File: src/rtl/pia_dsp_if.sv
// CPU bus plus terminal handshake for the PIA display port.
// master = CPU/terminal side, slave = pia_dsp.
interface pia_dsp_if;
  logic [15:0] Address_Bus;
  logic        WE;
  logic [7:0]  Data_In;
  logic [7:0]  Data_Out;
  logic        dsp_req;
  logic        dsp_ack;
  logic [6:0]  dsp_data;

  modport master (
    output Address_Bus, WE, Data_In, dsp_ack,
    input  Data_Out, dsp_req, dsp_data
  );

  modport slave (
    input  Address_Bus, WE, Data_In, dsp_ack,
    output Data_Out, dsp_req, dsp_data
  );
endinterface

File: src/rtl/pia_dsp.sv
// Apple-1 PIA display port (DSP/DSPCR): forwards CPU-written ASCII to the terminal
// over a 4-phase req/ack handshake. Define DSP_FIFO_EN to buffer FIFO_DEPTH characters.
module pia_dsp #(
  parameter logic [15:0] DSP_ADDR   = 16'hD012,
  parameter logic [15:0] DSPCR_ADDR = 16'hD013,
  parameter int          FIFO_DEPTH = 4
) (
  input logic       clk,
  input logic       reset,
  pia_dsp_if.slave  bus
);

  typedef enum logic [2:0] {
    sIdle = 3'b001,
    sReq  = 3'b010,
    sDone = 3'b100
  } state_t;

  state_t      state;
  logic [7:0]  dspcr;
  logic [7:0]  ddr;
  logic [6:0]  dsp_char;
  logic        busy;
  logic        dsp_req;
  logic [6:0]  dsp_data;
  logic        start;
  logic [6:0]  start_data;

  logic dsp_wr, cr_wr, char_wr;
  assign dsp_wr  = bus.WE && (bus.Address_Bus == DSP_ADDR);
  assign cr_wr   = bus.WE && (bus.Address_Bus == DSPCR_ADDR);
  assign char_wr = dsp_wr && dspcr[2];

  // DDR is write-only here; it only exists so the WozMon init write lands somewhere.
  logic unused_ddr;
  assign unused_ddr = ^ddr;

  always_ff @(posedge clk or posedge reset) begin
    if (reset) begin
      dspcr <= 8'h00;
      ddr   <= 8'h00;
    end else begin
      if (cr_wr)                ddr   <= ddr;
      if (cr_wr)                dspcr <= bus.Data_In;
      if (dsp_wr && !dspcr[2])  ddr   <= bus.Data_In;
    end
  end

`ifdef DSP_FIFO_EN
  localparam int AW = (FIFO_DEPTH > 1) ? $clog2(FIFO_DEPTH) : 1;

  logic [6:0]    mem [FIFO_DEPTH];
  logic [AW-1:0] wr_ptr, rd_ptr;
  logic [AW:0]   count;
  logic          push, pop;

  assign busy       = (count == (AW+1)'(FIFO_DEPTH));
  assign push       = char_wr && !busy;
  assign pop        = (state == sIdle) && (count != '0);
  assign start      = pop;
  assign start_data = mem[rd_ptr];

  always_ff @(posedge clk) begin
    if (push) mem[wr_ptr] <= bus.Data_In[6:0];
  end

  // Power-of-2 depth: pointers wrap by natural overflow.
  always_ff @(posedge clk or posedge reset) begin
    if (reset) begin
      wr_ptr   <= '0;
      rd_ptr   <= '0;
      count    <= '0;
      dsp_char <= 7'h00;
    end else begin
      if (push) begin
        wr_ptr   <= wr_ptr + 1'b1;
        dsp_char <= bus.Data_In[6:0];
      end
      if (pop) rd_ptr <= rd_ptr + 1'b1;
      case ({push, pop})
        2'b10:   count <= count + 1'b1;
        2'b01:   count <= count - 1'b1;
        default: count <= count;
      endcase
    end
  end
`else
  localparam int unused_fifo_depth = FIFO_DEPTH;

  logic accept, release_busy;
  // Busy is only ever clear in sIdle, so the state term just guards illegal states.
  assign accept       = char_wr && !busy && (state == sIdle);
  assign release_busy = ((state == sDone) && !bus.dsp_ack) ||
                        !(state inside {sIdle, sReq, sDone});
  assign start        = accept;
  assign start_data   = bus.Data_In[6:0];

  always_ff @(posedge clk or posedge reset) begin
    if (reset) begin
      busy     <= 1'b0;
      dsp_char <= 7'h00;
    end else if (accept) begin
      busy     <= 1'b1;
      dsp_char <= bus.Data_In[6:0];
    end else if (release_busy) begin
      busy     <= 1'b0;
    end
  end
`endif

  always_ff @(posedge clk or posedge reset) begin
    if (reset) begin
      state    <= sIdle;
      dsp_req  <= 1'b0;
      dsp_data <= 7'h00;
    end else begin
      case (state)
        sIdle: if (start) begin
          dsp_data <= start_data;
          dsp_req  <= 1'b1;
          state    <= sReq;
        end
        sReq: if (bus.dsp_ack) begin
          dsp_req <= 1'b0;
          state   <= sDone;
        end
        sDone: if (!bus.dsp_ack) state <= sIdle;
        default: begin
          dsp_req <= 1'b0;
          state   <= sIdle;
        end
      endcase
    end
  end

  assign bus.dsp_req  = dsp_req;
  assign bus.dsp_data = dsp_data;
  assign bus.Data_Out = (bus.Address_Bus == DSPCR_ADDR) ? dspcr : {busy, dsp_char};

endmodule
File: src/flat_wrapper.sv
// flat-port wrapper written by rule: the top's interface ports become plain ports
module pia_dsp_flat 
#(
  parameter logic [15:0] DSP_ADDR   = 16'hD012,
  parameter logic [15:0] DSPCR_ADDR = 16'hD013,
  parameter int          FIFO_DEPTH = 4
)
  (clk, reset, bus_Address_Bus, bus_WE, bus_Data_In, bus_dsp_ack, bus_Data_Out, bus_dsp_req, bus_dsp_data);
  pia_dsp_if bus_i ();
  input logic clk;
  input logic reset;
  input wire logic [$bits(bus_i.Address_Bus)-1:0] bus_Address_Bus;
  input wire logic [$bits(bus_i.WE)-1:0] bus_WE;
  input wire logic [$bits(bus_i.Data_In)-1:0] bus_Data_In;
  input wire logic [$bits(bus_i.dsp_ack)-1:0] bus_dsp_ack;
  output wire logic [$bits(bus_i.Data_Out)-1:0] bus_Data_Out;
  output wire logic [$bits(bus_i.dsp_req)-1:0] bus_dsp_req;
  output wire logic [$bits(bus_i.dsp_data)-1:0] bus_dsp_data;
  assign bus_i.Address_Bus = bus_Address_Bus;
  assign bus_i.WE = bus_WE;
  assign bus_i.Data_In = bus_Data_In;
  assign bus_i.dsp_ack = bus_dsp_ack;
  assign bus_Data_Out = bus_i.Data_Out;
  assign bus_dsp_req = bus_i.dsp_req;
  assign bus_dsp_data = bus_i.dsp_data;
  pia_dsp #(.DSP_ADDR(DSP_ADDR), .DSPCR_ADDR(DSPCR_ADDR), .FIFO_DEPTH(FIFO_DEPTH)) u_core (.clk(clk), .reset(reset), .bus(bus_i));
endmodule
File: config.mk
export PLATFORM = sky130hd
export DESIGN_NAME = pia_dsp_flat
export DESIGN_NICKNAME = d
export VERILOG_FILES = /design/src/rtl/pia_dsp_if.sv /design/src/rtl/pia_dsp.sv /design/src/flat_wrapper.sv
export SDC_FILE = /design/constraint.sdc
export NUM_CORES = 1
export LEC_CHECK = 0
export CORE_UTILIZATION = 42
export DETAILED_ROUTE_END_ITERATION = 8
export GPL_ROUTABILITY_DRIVEN = 0
export PLACE_DENSITY = 0.79
export SYNTH_ARGS = -nofsm -noshare
export SYNTH_HDL_FRONTEND = slang
export SYNTH_SLANG_ARGS = --single-unit
export TNS_END_PERCENT = 20
File: constraint.sdc
create_clock -name clk -period 2.3 [get_ports clk]
set_clock_uncertainty 0.1 [all_clocks]
set_input_delay 0.345 -clock clk [delete_from_list [all_inputs] [get_ports clk]]
set_output_delay 0.345 -clock clk [all_outputs]
set_load 0.1 [all_outputs]
==> flow_summary.ini <==
[timing]
setup_viol_count_final = 8
finalCriticalPeriod_ps = 2490
finalWorstSetupSlack_ps = -193
whs_ps = 361
period_share = 1.08
hold_viol_final = 0
rsz0062_at_grt = true
relSlewSlack = 0.512
maxSlewViolCount = 0
setup_tns_ps = -1470
tightest_slew_ps = 731
fmax_mhz = 401

[yosys]
syn_area_um2 = 1060
synth_top_cell_area_share = 0.447
netlist_top_cells_count = mux2_4, dfrtp_1, nand2b_1
syn-num-nets = 101
synthArstFlopShare = 1.00
synth_area_leaders = dfrtp_1, mux2_4, nand2b_1, dfstp_2, buf_6
yosysWarningCount = 0
synth.most_common_cell = mux2_4
synth-seq-area-share = 0.472
syn_area_per_cell_um2 = 14.6
yosys.area.top_type = dfrtp_1
synth_ff_type = dfrtp_1
synthCells = 73
ys_types = 23
synth_edf_count = 0
ys_ff_latch = 20

[critical_path]
worstPathCellList = buf_6 -> or4_4 -> nor3_4 -> and3_4 -> buf_8 -> mux2_4 -> buf_12
required_ps = 1860
critical_path_class = in -> out
cpPeakStageDelay_ps = 550
start_kind = primary input
critical_path.max_fanout = 6
critPathBufInv = 3
end_kind = primary output
critical_path.slowest_cell = or4_4
cp_top_family = simple AND/OR/NAND/NOR gates
cp.arrival_ps = 2050

[final_layout]
diodes = 0
final_cells = 152
nFillCells = 163
syn_to_final_growth_pct = 52.8
drive_above_1_share = 0.524
design_area_um2 = 1630
layout.nets = 153
fin_util = 0.708

[placement]
place_ws_ps = -588
dp_hpwl_mm = 1.88
port_buffers = 43
place_inst = 146
dpl_cell_area_um2 = 1580

[die]
rows = 17
start_util = 0.463
die_w_um = 52.3
io_pins = 44
core_um2 = 2300
die_area_um2 = 2740
die_y_um = 52.3

[pwr]
p_sw_mw = 0.121
p_leak_nw = 0.779
power_density_nw_per_um2 = 372
p_seq_frac = 0.581
p_int_mw = 0.484
switching_share = 0.201
power_mw = 0.605
clock_power_share = 0.329
p_comb_frac = 0.090
peakVddDrop_mv = 0.398

[clock_network]
hold_buffers = 0
tritoncts = built
htreeDepth = 1
cts_buffers = 3
clk-insertion-delay-late_ps = 300
numClockSinks = 20
clk_pin_slew_ps = 110
clk_path_buf_depth = 2
cts_root_buf = clkbuf_4

[drt]
num_vias = 794
drt_iter0_markers = 13
wl_per_cell_um = 17.0
drt_first_pass_iters = 4
drc = 0
vias_per_cell = 5.22
wl_mm = 2.59
ant_nets = 0

[run]
cap_viol_max_count = 0

[min_path]
hp-class = in -> async

[grt]
grt_pass1_vias = 859
grt_pass1_wl_mm = 4.07
antenna_found_initial = 0
grt_overflow_total = 0
grt_max_degree = 21
track_usage = 0.214

[run_status]
violations = negative setup slack
outcome = complete, but fails checks
[power groups by stage]
stage / Clock [mW] / Combinational [mW] / Sequential (mW)
2_1_floorplan: 0 / 0.00890 / 0.358
3_3_place_gp: 0 / 0.0580 / 0.358
3_5_place_dp: 0 / 0.0601 / 0.358
4_1_cts: 0.207 / 0.0541 / 0.352
5_1_grt: 0.227 / 0.0582 / 0.352
6_report: 0.199 / 0.0542 / 0.352
[cell usage in the layout, fill, tap and decap left out, types with 2 or more instances in the layout]
| cell | synthesis | layout |
|---|---|---|
| clkbuf_2 | 0 | 2 |
| clkbuf_4 | 0 | 3 |
| and3_4 | 1 | 2 |
| buf_6 | 2 | 2 |
| buf_2 | 0 | 4 |
| mux2_4 | 22 | 22 |
| a21oi_1 | 3 | 3 |
| buf_4 | 0 | 14 |
| nor2_1 | 2 | 2 |
| nand2b_1 | 5 | 5 |
| dfrtp_1 | 19 | 19 |
| o21ai_0 | 2 | 2 |
| dlygate4sd2_1 | 0 | 4 |
| and3_1 | 3 | 2 |
| clkdlybuf4s50_1 | 0 | 15 |
| buf_12 | 1 | 8 |
[routing by layer]
layer  share of wire  vias up  GRT usage  wire length, um
li1                -      366          -                -
met1            0.38      393      0.229              995
met2            0.57       31      0.403             1480
met3           0.031        4     0.0435               79
met4           0.011        0     0.0833               28
met5               0        -          0                0
[kinds of logic (layout without fill, tap and decap cells)]
kind of cell,after synthesis,after routing,synth area share
muxes,23,23,0.321
DFF,20,20,0.472
and+or+nand+nor,20,20,0.133
AOI/OAI and AO/OA,6,6,0.0306
buffers and inverters,4,55,0.0435
[layout make-up]
class,instances,area (um^2),share of cell area
multi-input cells,49,531,0.326
repair buffers,50,518,0.319
flip-flops and latches,20,502,0.309
clock buffers,4,36.3,0.0223
well taps,28,35.0,0.0216
inverters,1,3.75,0.00231
[final timing paths]
kind | cells past startpoint | slack (ps) | end | from
max in group asynchronous | 2 | 1280 | u_core.dsp_char[2] | reset
max | 7 | -190 | bus_Data_Out[6] | bus_Address_Bus[8]
min | 2 | 360 | u_core.busy | reset
max reg2reg | 4 | 210 | u_core.dsp_char[3] | u_core.state[0]
min reg2reg | 1 | 430 | u_core.dspcr[0] | u_core.dspcr[0]
min in group clk | 1 | 430 | u_core.dspcr[0] | u_core.dspcr[0]
[what timing repair did]
action                                  in CTS  in global routing
endpoints found under the setup margin       8                  8
pin swaps                                    5                  3
setup buffers                                1                  1
resized for setup                           31                  4
[state kept, by name (all words and copies together), names as in the netlist]
signal	flops
u_core.state	3
u_core.dsp_char	5
u_core.dspcr	8
u_core.busy	1
u_core.bus.dsp_data	2
u_core.bus.dsp_req	1
[worst register-to-register path, cell delays in order, from the launching register on]
cell and delay, ps:
dfstp_2 570, nor3b_1 410, and3_1 240, and3_4 300
mux2_2 350
No activity file was read; power rests on OpenSTA's default activity.
